<file path="config.mk">
export PLATFORM = sky130hd
export DESIGN_NAME = jk_excitation_sequencer
export DESIGN_NICKNAME = d
export VERILOG_FILES = /design/src/rtl/jk_pkg.sv /design/src/rtl/jk_ff_bank.sv /design/src/rtl/jk_excitation_sequencer.sv
export SDC_FILE = /design/constraint.sdc
export NUM_CORES = 1
export LEC_CHECK = 0
export BUFFER_PORTS_ARGS = -buffer_cell sky130_fd_sc_hd__buf_2
export CAP_MARGIN = 30
export CORE_UTILIZATION = 54
export CTS_BUF_LIST = sky130_fd_sc_hd__clkbuf_4
export CTS_CLUSTER_SIZE = 40
export DETAILED_ROUTE_END_ITERATION = 8
export GPL_ROUTABILITY_DRIVEN = 0
export GPL_TIMING_DRIVEN = 1
export PLACE_DENSITY = 0.82
export SETUP_SLACK_MARGIN = 0.02
export SLEW_MARGIN = 20
export SYNTH_ARGS = -nofsm -noshare
export SYNTH_HDL_FRONTEND = slang
export SYNTH_SLANG_ARGS = --single-unit
</file>
<file path="constraint.sdc">
create_clock -name clk -period 3 [get_ports clk]
set_input_delay 0.45 -clock clk [delete_from_list [all_inputs] [get_ports clk]]
set_output_delay 0.45 -clock clk [all_outputs]
set_load 0.005 [all_outputs]
</file>
<file path="src/rtl/jk_pkg.sv">
// Shared types and helpers for the JK excitation sequencer: FSM state encoding
// and the JK excitation table (present/next bit -> {j,k}).
package jk_pkg;

  typedef enum logic [1:0] {
    IDLE = 2'd0,
    STEP = 2'd1,
    DONE = 2'd2
  } state_t;

  localparam logic [1:0] JK_HOLD = 2'b00;

  // Inverse of the JK characteristic equation; don't-cares resolved to 0 so
  // the toggle case (j=k=1) is never requested.
  function automatic logic [1:0] jk_excite(input logic q_bit, input logic next_bit);
    logic [1:0] jk;
    case ({q_bit, next_bit})
      2'b01:   jk = 2'b10;
      2'b10:   jk = 2'b01;
      default: jk = JK_HOLD;
    endcase
    return jk;
  endfunction

endpackage

</file>
<file path="src/rtl/jk_ff_bank.sv">
// Bank of WIDTH independent JK flip-flops with async active-low reset.
// Each bit implements hold / reset / set / toggle from its own j,k pair.
module jk_ff_bank #(
  parameter int WIDTH = 4
) (
  input  logic             clk,
  input  logic             rst_n,
  input  logic [WIDTH-1:0] j,
  input  logic [WIDTH-1:0] k,
  output logic [WIDTH-1:0] q,
  output logic [WIDTH-1:0] qbar
);

  logic [WIDTH-1:0] q_reg;

  generate
    for (genvar gi = 0; gi < WIDTH; gi++) begin : g_ff
      always_ff @(posedge clk or negedge rst_n) begin
        if (!rst_n) begin
          q_reg[gi] <= 1'b0;
        end else begin
          case ({j[gi], k[gi]})
            2'b01:   q_reg[gi] <= 1'b0;
            2'b10:   q_reg[gi] <= 1'b1;
            2'b11:   q_reg[gi] <= ~q_reg[gi];
            default: q_reg[gi] <= q_reg[gi];
          endcase
        end
      end
    end
  endgenerate

  assign q    = q_reg;
  assign qbar = ~q_reg;

endmodule

</file>
<file path="src/rtl/jk_excitation_sequencer.sv">
// Moves a JK flip-flop bank to a requested target, either in one jump or by
// +/-1 steps, deriving j/k from the excitation table each cycle.
module jk_excitation_sequencer
  import jk_pkg::*;
#(
  parameter int WIDTH = 4
) (
  input  logic             clk,
  input  logic             rst_n,
  input  logic             tgt_valid,
  output logic             tgt_ready,
  input  logic [WIDTH-1:0] tgt_value,
  input  logic             tgt_step,
  input  logic             abort,
  output logic [WIDTH-1:0] j_out,
  output logic [WIDTH-1:0] k_out,
  output logic [WIDTH-1:0] q,
  output logic [WIDTH-1:0] qbar,
  output logic             busy,
  output logic             done
);

  state_t           state_reg, state_next;
  logic [WIDTH-1:0] tgt_reg;
  logic             mode_reg;
  logic [WIDTH-1:0] next_q;
  logic [WIDTH-1:0] j_calc, k_calc;
  logic             accept;

  assign accept = tgt_valid && (state_reg == IDLE);

  always_ff @(posedge clk or negedge rst_n) begin
    if (!rst_n) begin
      state_reg <= IDLE;
      tgt_reg   <= '0;
      mode_reg  <= 1'b0;
    end else begin
      state_reg <= state_next;
      if (accept) begin
        tgt_reg  <= tgt_value;
        mode_reg <= tgt_step;
      end
    end
  end

  // Step mode saturates naturally: it only moves toward the target, never wraps.
  always_comb begin
    next_q = q;
    if (!mode_reg) begin
      next_q = tgt_reg;
    end else if (tgt_reg > q) begin
      next_q = q + 1'b1;
    end else if (tgt_reg < q) begin
      next_q = q - 1'b1;
    end
  end

  generate
    for (genvar gi = 0; gi < WIDTH; gi++) begin : g_excite
      assign {j_calc[gi], k_calc[gi]} = jk_excite(q[gi], next_q[gi]);
    end
  endgenerate

  always_comb begin
    state_next = state_reg;
    case (state_reg)
      IDLE: begin
        if (accept) begin
          state_next = (tgt_value == q) ? DONE : STEP;
        end
      end
      STEP: begin
        if (abort) begin
          state_next = IDLE;
        end else if (next_q == tgt_reg) begin
          state_next = DONE;
        end
      end
      DONE:    state_next = IDLE;
      default: state_next = IDLE;
    endcase
  end

  always_comb begin
    tgt_ready = (state_reg == IDLE);
    busy      = (state_reg == STEP) || (state_reg == DONE);
    done      = (state_reg == DONE);
    j_out     = '0;
    k_out     = '0;
    if ((state_reg == STEP) && !abort) begin
      j_out = j_calc;
      k_out = k_calc;
    end
  end

  jk_ff_bank #(
    .WIDTH(WIDTH)
  ) u_bank (
    .clk  (clk),
    .rst_n(rst_n),
    .j    (j_out),
    .k    (k_out),
    .q    (q),
    .qbar (qbar)
  );

  a_qbar_complement : assert property (@(posedge clk) qbar == ~q);

endmodule
</file>
# Yosys cells after proc, flatten, opt, wreduce, memory -nomap -nowiden
# Index checks and enable logic that the tools add are counted.
[totals] output_inout_bits=19 word_cells=70 ff_bits=11 input_bits=9
[classes] add_sub_neg=2 order_cmp=2 bitwise_logic=5 eq_ne=26 n_reduce_logical=10 muxes=18
[op_table] cell="2-bit == test (second input constant)" count=13
[op_table] cell="4-bit two-way mux" count=5
[op_table] cell="2-bit case mux with 2 select lines" count=5
[op_table] cell="2-bit by 1-bit == test with 1-bit output (second input constant)" count=9
[op_table] cell="1-bit case mux with 3 select lines" count=4
[op_table] cell="3-bit nonzero test" count=4
[op_table] cell="4-bit == test" count=2
[op_table] cell="2-bit two-way mux" count=4
[op_table] cell="4-bit by 1-bit adder with 4-bit output (second input constant)" count=1
[op_table] cell="4-bit > comparator" count=1
[op_table] cell="4-bit < comparator" count=1
[op_table] cell="1-bit NOT" count=4
[op_table] cell="4-bit NOT" count=1
[op_table] cell="4-bit by 1-bit subtractor with 4-bit output (second input constant)" count=1
[op_table] cell="3-bit inequality test (second input constant)" count=1
[op_table] cell="1-bit logical AND" count=2
[op_table] cell="2-bit logical NOT" count=1
[op_table] cell="2-bit by 1-bit inequality test with 1-bit output (second input constant)" count=1
[op_table] cell="2-bit AND reduction" count=1
[op_table] cell="1-bit logical NOT" count=1
[op_table] cell="1-bit logical OR" count=1

# Depth between registers and ports, before layout
[logic_depth] ltp_word=9 ltp_mapped=10 ltp_nobuf=9

# By module
# From an unflattened synthesis, not the netlist that was laid out.
[hier_totals] hier_cells=107 hier_area_um2=997.2
[modules_own_cells] mod="jk_excitation_sequencer" seq_area_each_um2=175.2 instances=1 cells_each=91 area_per_inst_um2=842.1
[modules_own_cells] mod="jk_ff_bank" seq_area_each_um2=100.1 instances=1 cells_each=16 area_per_inst_um2=155.1

# Least setup slack after synthesis
# Ideal clock, no wire load.
[synth_timing] kind="reg-to-output" from="reg u_bank.q_reg[1], in the netlist u_bank.q[1]" to="out j_out[2]" path_stages_with_launch=9 required_ns=2.550 slack_ns=0.426 n_path_buf=1 arrival_ns=2.124 cell_sequence="dfrtp_1 buf_4 inv_1 ha_1 nor2b_4 o211ai_1 nand2_1 mux2i_4 a2111oi_0"
[synth_via] elab_chain_len=7 elab_cells_between_ends=11 classes_between="2 x add/sub; 2 x order compare; 2 x eq/ne; 5 x mux"
[synth_lines] item="from (decl)" line_no="jk_ff_bank.sv:14" source="logic [WIDTH-1:0] q_reg;"
[synth_lines] item="from (signal, indexed assignment)" line_no="jk_ff_bank.sv:25" source="2'b11: q_reg[gi] <= ~q_reg[gi];"
[synth_lines] item="from (signal, indexed assignment)" line_no="jk_ff_bank.sv:26" source="default: q_reg[gi] <= q_reg[gi];"
[synth_lines] item="4-bit by 1-bit subtractor with 4-bit output / 4-bit < comparator (equally long branches)" line_no="jk_excitation_sequencer.sv:54, jk_excitation_sequencer.sv:53"
[synth_lines] item="4-bit two-way mux" line_no="jk_excitation_sequencer.sv:53" source="end else if (tgt_reg < q) begin"
[synth_lines] item="4-bit two-way mux *" line_no="jk_excitation_sequencer.sv:51" source="end else if (tgt_reg > q) begin"
[synth_lines] item="4-bit two-way mux *" line_no="jk_excitation_sequencer.sv:49" source="if (!mode_reg) begin"
[synth_lines] item="2-bit == test / 2-bit by 1-bit == test with 1-bit output (equally long branches)" line_no="jk_pkg.sv:17" source="case ({q_bit, next_bit})"
[synth_lines] item="2-bit case mux with 2 select lines *" line_no="jk_pkg.sv:17"
[synth_lines] item="4-bit two-way mux *" line_no="jk_excitation_sequencer.sv:90" source="if ((state_reg == STEP) && !abort) begin"
[synth_lines] item="to (decl)" line_no="jk_excitation_sequencer.sv:15" source="output logic [WIDTH-1:0] j_out,"
# Mark *: on every way between the ends. The rest lies on a longest branch, timed or not.

# Final worst setup path
[layout_timing] from="reg u_bank.q_reg[1], in the netlist u_bank.q[1]" to="out j_out[3]"
# The elaborated chain is that of the path after synthesis.

==> metrics.md <==
| Metric | Value |
|---|---|
| Result of the run | finished, final reports clean |
| Post-layout nets | 166 |
| Top FF cell, synth | sky130_fd_sc_hd__dfrtp_1 |
| Worst Hold Class | input pin to async pin |
| Chip height | 46.0 um |
| Post-synthesis instance total | 117 |
| Proportion of power drawn by flip-flops and latches | 21.6% |
| Startpoint-to-endpoint class of the critical path | flip-flop to primary output |
| Slew Limit Headroom | 61.0% |
| Crit path arrival time | 2370 ps |
| Flip-flop and latch count after synthesis | 11 |
| Final setup viols | 0 |
| Maximum clock insertion buffer count | 2 |
| Final worst-path setup slack | 180 ps |
| Clk pin slew, worst setup/hold paths | 80 ps |
| Final Hold Vio Count | 0 |
| Element type at the critical path end | primary output |
| GRT Overall Usage | 27.1% |
| Synth Cell Area | 1050 um^2 |
| Insertion delay of the later-clocked pin in the worst-skew pair | 280 ps |
| Worst Clk Skew | 2.76 ps |
| Largest driver fanout on the critical path | 5 |
| Switching component of the power | 0.803 mW |
| Clock tree root driver cell | sky130_fd_sc_hd__clkbuf_4 |
| Antenna violations before repair | 0 |
| # clock sinks | 11 |
| Average size of a mapped cell | 8.95 um^2 |
| Unrepaired setup endpoints after global routing | no |
| Number of port buffers | 27 |
| Antenna diode count | 0 |
| Growth of design area from synthesis to finish | 20.4% |
| Post-detailed-route wirelength per cell | 15.5 um |
| Number of remaining DRC errors | 0 |
| Launching element type of the critical path | flip-flop |
| Reg-to-reg slack, setup | 650 ps |
| Total negative slack for setup checks | 0 ps |
| Most repeated cell in the gate-level netlist after synthesis | sky130_fd_sc_hd__dfrtp_1 |
| Initial DRC Count | 41 |
| Hold buffer count at CTS | 0 |
| Crit-path slowest cell | sky130_fd_sc_hd__dfrtp_1 |
| Maximum number of pins on one net before global-route repair | 18 |
| Synth Warn # | 0 |
| Routed vias | 1023 |
| Count of unique library cells instantiated by Yosys | 38 |
| Final critical-path required period | 2820 ps |
| Maximum achievable frequency | 0.355 GHz |
| Fin crit share | 94.0% |
| Detailed-router iteration count before antenna repair | 4 |
| # Max-Cap Violations | 0 |
| Top post-synthesis cells by count | sky130_fd_sc_hd__dfrtp_1, sky130_fd_sc_hd__a21oi_1, sky130_fd_sc_hd__ha_1, sky130_fd_sc_hd__nand2_1 |
| Power per Cell Area | 1270 nW/um^2 |
| Share of the synthesized area in the top cell type | 26.3% |
| Fraction of power spent switching nets | 50.3% |
| Layout cell share with drive strength beyond 1 | 35.4% |
| Area of the die | 2120 um^2 |
| Chip width | 46.0 um |
| Half-perimeter wire length after placement | 1.99 mm |
| Count of pins on the block boundary | 28 |
| Maximum cell stage delay along the critical path | 380 ps |
| H-tree depth | 1 |
| Cell type with the largest total area after synthesis | sky130_fd_sc_hd__dfrtp_1 |
| Share of flip-flops with an asynchronous set or reset | 100% |
| Count of non-filler cells in the finished layout | 172 |
| Top cells by area in the synthesized netlist | sky130_fd_sc_hd__dfrtp_1, sky130_fd_sc_hd__ha_1, sky130_fd_sc_hd__xnor2_1, sky130_fd_sc_hd__mux2_2, sky130_fd_sc_hd__a21oi_1 |
| Total global routing overflow | 0 |
| Slew Limit Fails | 0 |
| Setup slack at placement | 349 ps |
| Number of buffers created by CTS | 3 |
| Initial Util | 59.4% |
| P_leak | 0.629 nW |
| Max VDD drop | 0.702 mV |
| Synthesized net count | 135 |
| Placeable core region | 1760 um^2 |
| Clk pwr share | 6.6% |
| Routed WL | 2.66 mm |
| Internal power | 0.793 mW |
| EDFF count, synth | 0 |
| Wire length of the first global-routing pass | 4.00 mm |
| Vias/cell | 5.95 |
| Residual antenna-violating net count after detailed routing | 0 |
| Clock tree from TritonCTS | built |
| CP cell instances | inv_1 > ha_1 > nor2b_4 > o211ai_1 > buf_4 > nand3_1 > and2_1 > a21oi_2 > o211a_1 > buf_2 |
| Total instance count after detailed placement | 166 |
| Required arrival time at the worst endpoint | 2550 ps |
| Number of global-route vias before repair | 932 |
| Placement row count | 15 |
| Portion of total power attributed to combinational logic | 71.8% |
| Sequential-to-total area share from yosys stat | 26.3% |
| Transition time at the pin with the least slew margin | 585 ps |
[placed cells by master, fill, tap and decap left out, types with 2 or more instances in the layout]
master,count
sky130_fd_sc_hd__o21ai_0,3
sky130_fd_sc_hd__buf_4,5
sky130_fd_sc_hd__inv_1,7
sky130_fd_sc_hd__nor3_1,3
sky130_fd_sc_hd__a311oi_1,2
sky130_fd_sc_hd__ha_1,9
sky130_fd_sc_hd__o211a_1,2
sky130_fd_sc_hd__nand3_1,4
sky130_fd_sc_hd__dfrtp_1,10
sky130_fd_sc_hd__clkbuf_4,3
sky130_fd_sc_hd__nor2b_1,4
sky130_fd_sc_hd__xnor2_1,7
sky130_fd_sc_hd__nor2_1,3
sky130_fd_sc_hd__nand2b_1,2
sky130_fd_sc_hd__a21oi_1,8
sky130_fd_sc_hd__a31oi_1,3
sky130_fd_sc_hd__nand2_1,9
sky130_fd_sc_hd__a21o_1,2
sky130_fd_sc_hd__mux2i_1,2
sky130_fd_sc_hd__buf_2,27
sky130_fd_sc_hd__xor2_1,2
sky130_fd_sc_hd__mux2_2,5
sky130_fd_sc_hd__and3_1,5
[power by group through the flow]
stage / registers (mW) / clock network (mW) / logic, mW
floorplan: 0.289 / 0 / 0.853
global placement: 0.329 / 0 / 1.03
detailed placement: 0.339 / 0 / 1.07
CTS: 0.335 / 0.110 / 1.08
global route: 0.354 / 0.117 / 1.23
finish: 0.344 / 0.106 / 1.15
[path summary, 6_finish.rpt]
check                       startpoint  cells past startpoint      endpoint
setup / recovery           u_bank.q[1]                     10      j_out[3]
hold / removal                   rst_n                      1    tgt_reg[2]
setup reg to reg           u_bank.q[0]                     10  state_reg[1]
hold reg to reg             tgt_reg[0]                      1    tgt_reg[0]
max in group asynchronous        rst_n                      1   u_bank.q[3]
min in group clk              tgt_step                      2      mode_reg
[worst max-delay path: cells and delay by family (launching register included)]
kind            cells  cell delay, ps
buf+inv             3             390
flops               1             380
simple gates        3             460
compound gates      3             590
fa+ha+maj           1             270
[cell type report]
class / count / area (um^2)
clock buffer: 3 / 22.5
timing repair buffer: 32 / 173
inverter: 8 / 30.0
multi-input combinational: 92 / 723
tap: 25 / 31.3
fill: 149 / 503
clock inverter: 1 / 5.00
sequential: 11 / 277
[logic make-up after synthesis]
family          after synthesis  share of synthesized area, %
xor+xnor                     10                          9.08
fa+ha+maj                     9                          10.8
compound gates               28                          17.9
flops                        11                          26.3
buf+inv                      14                          5.73
simple gates                 37                          20.8
mux                           8                          9.44
[layer usage]
metal / GRT usage [%] / vias to the layer above / share of wire, %
met5: 0 / - / 0
met4: 10.0 / 0 / 1.2
met3: 7.54 / 6 / 6.7
met2: 45.4 / 65 / 52
met1: 32.7 / 469 / 41
li1: - / 483 / -
[what timing repair did]
item                                    4_1_cts  5_1_grt
endpoints found under the setup margin        0        5
setup buffers                                 0        2
resized for setup                             0        5
[stage by stage]
stage	power, mW	instance area (um^2)	hold WS, ps	util (%)
after floorplan	1.14	1050	154	-
after global placement	1.36	1210	336	68.4
after detailed placement	1.41	1210	340	68.4
after CTS	1.52	1230	32.0	69.9
after global routing	1.70	1260	33.8	71.5
final	1.60	1260	29.5	71.5
Note: power is estimated with default switching activity, not from simulation.
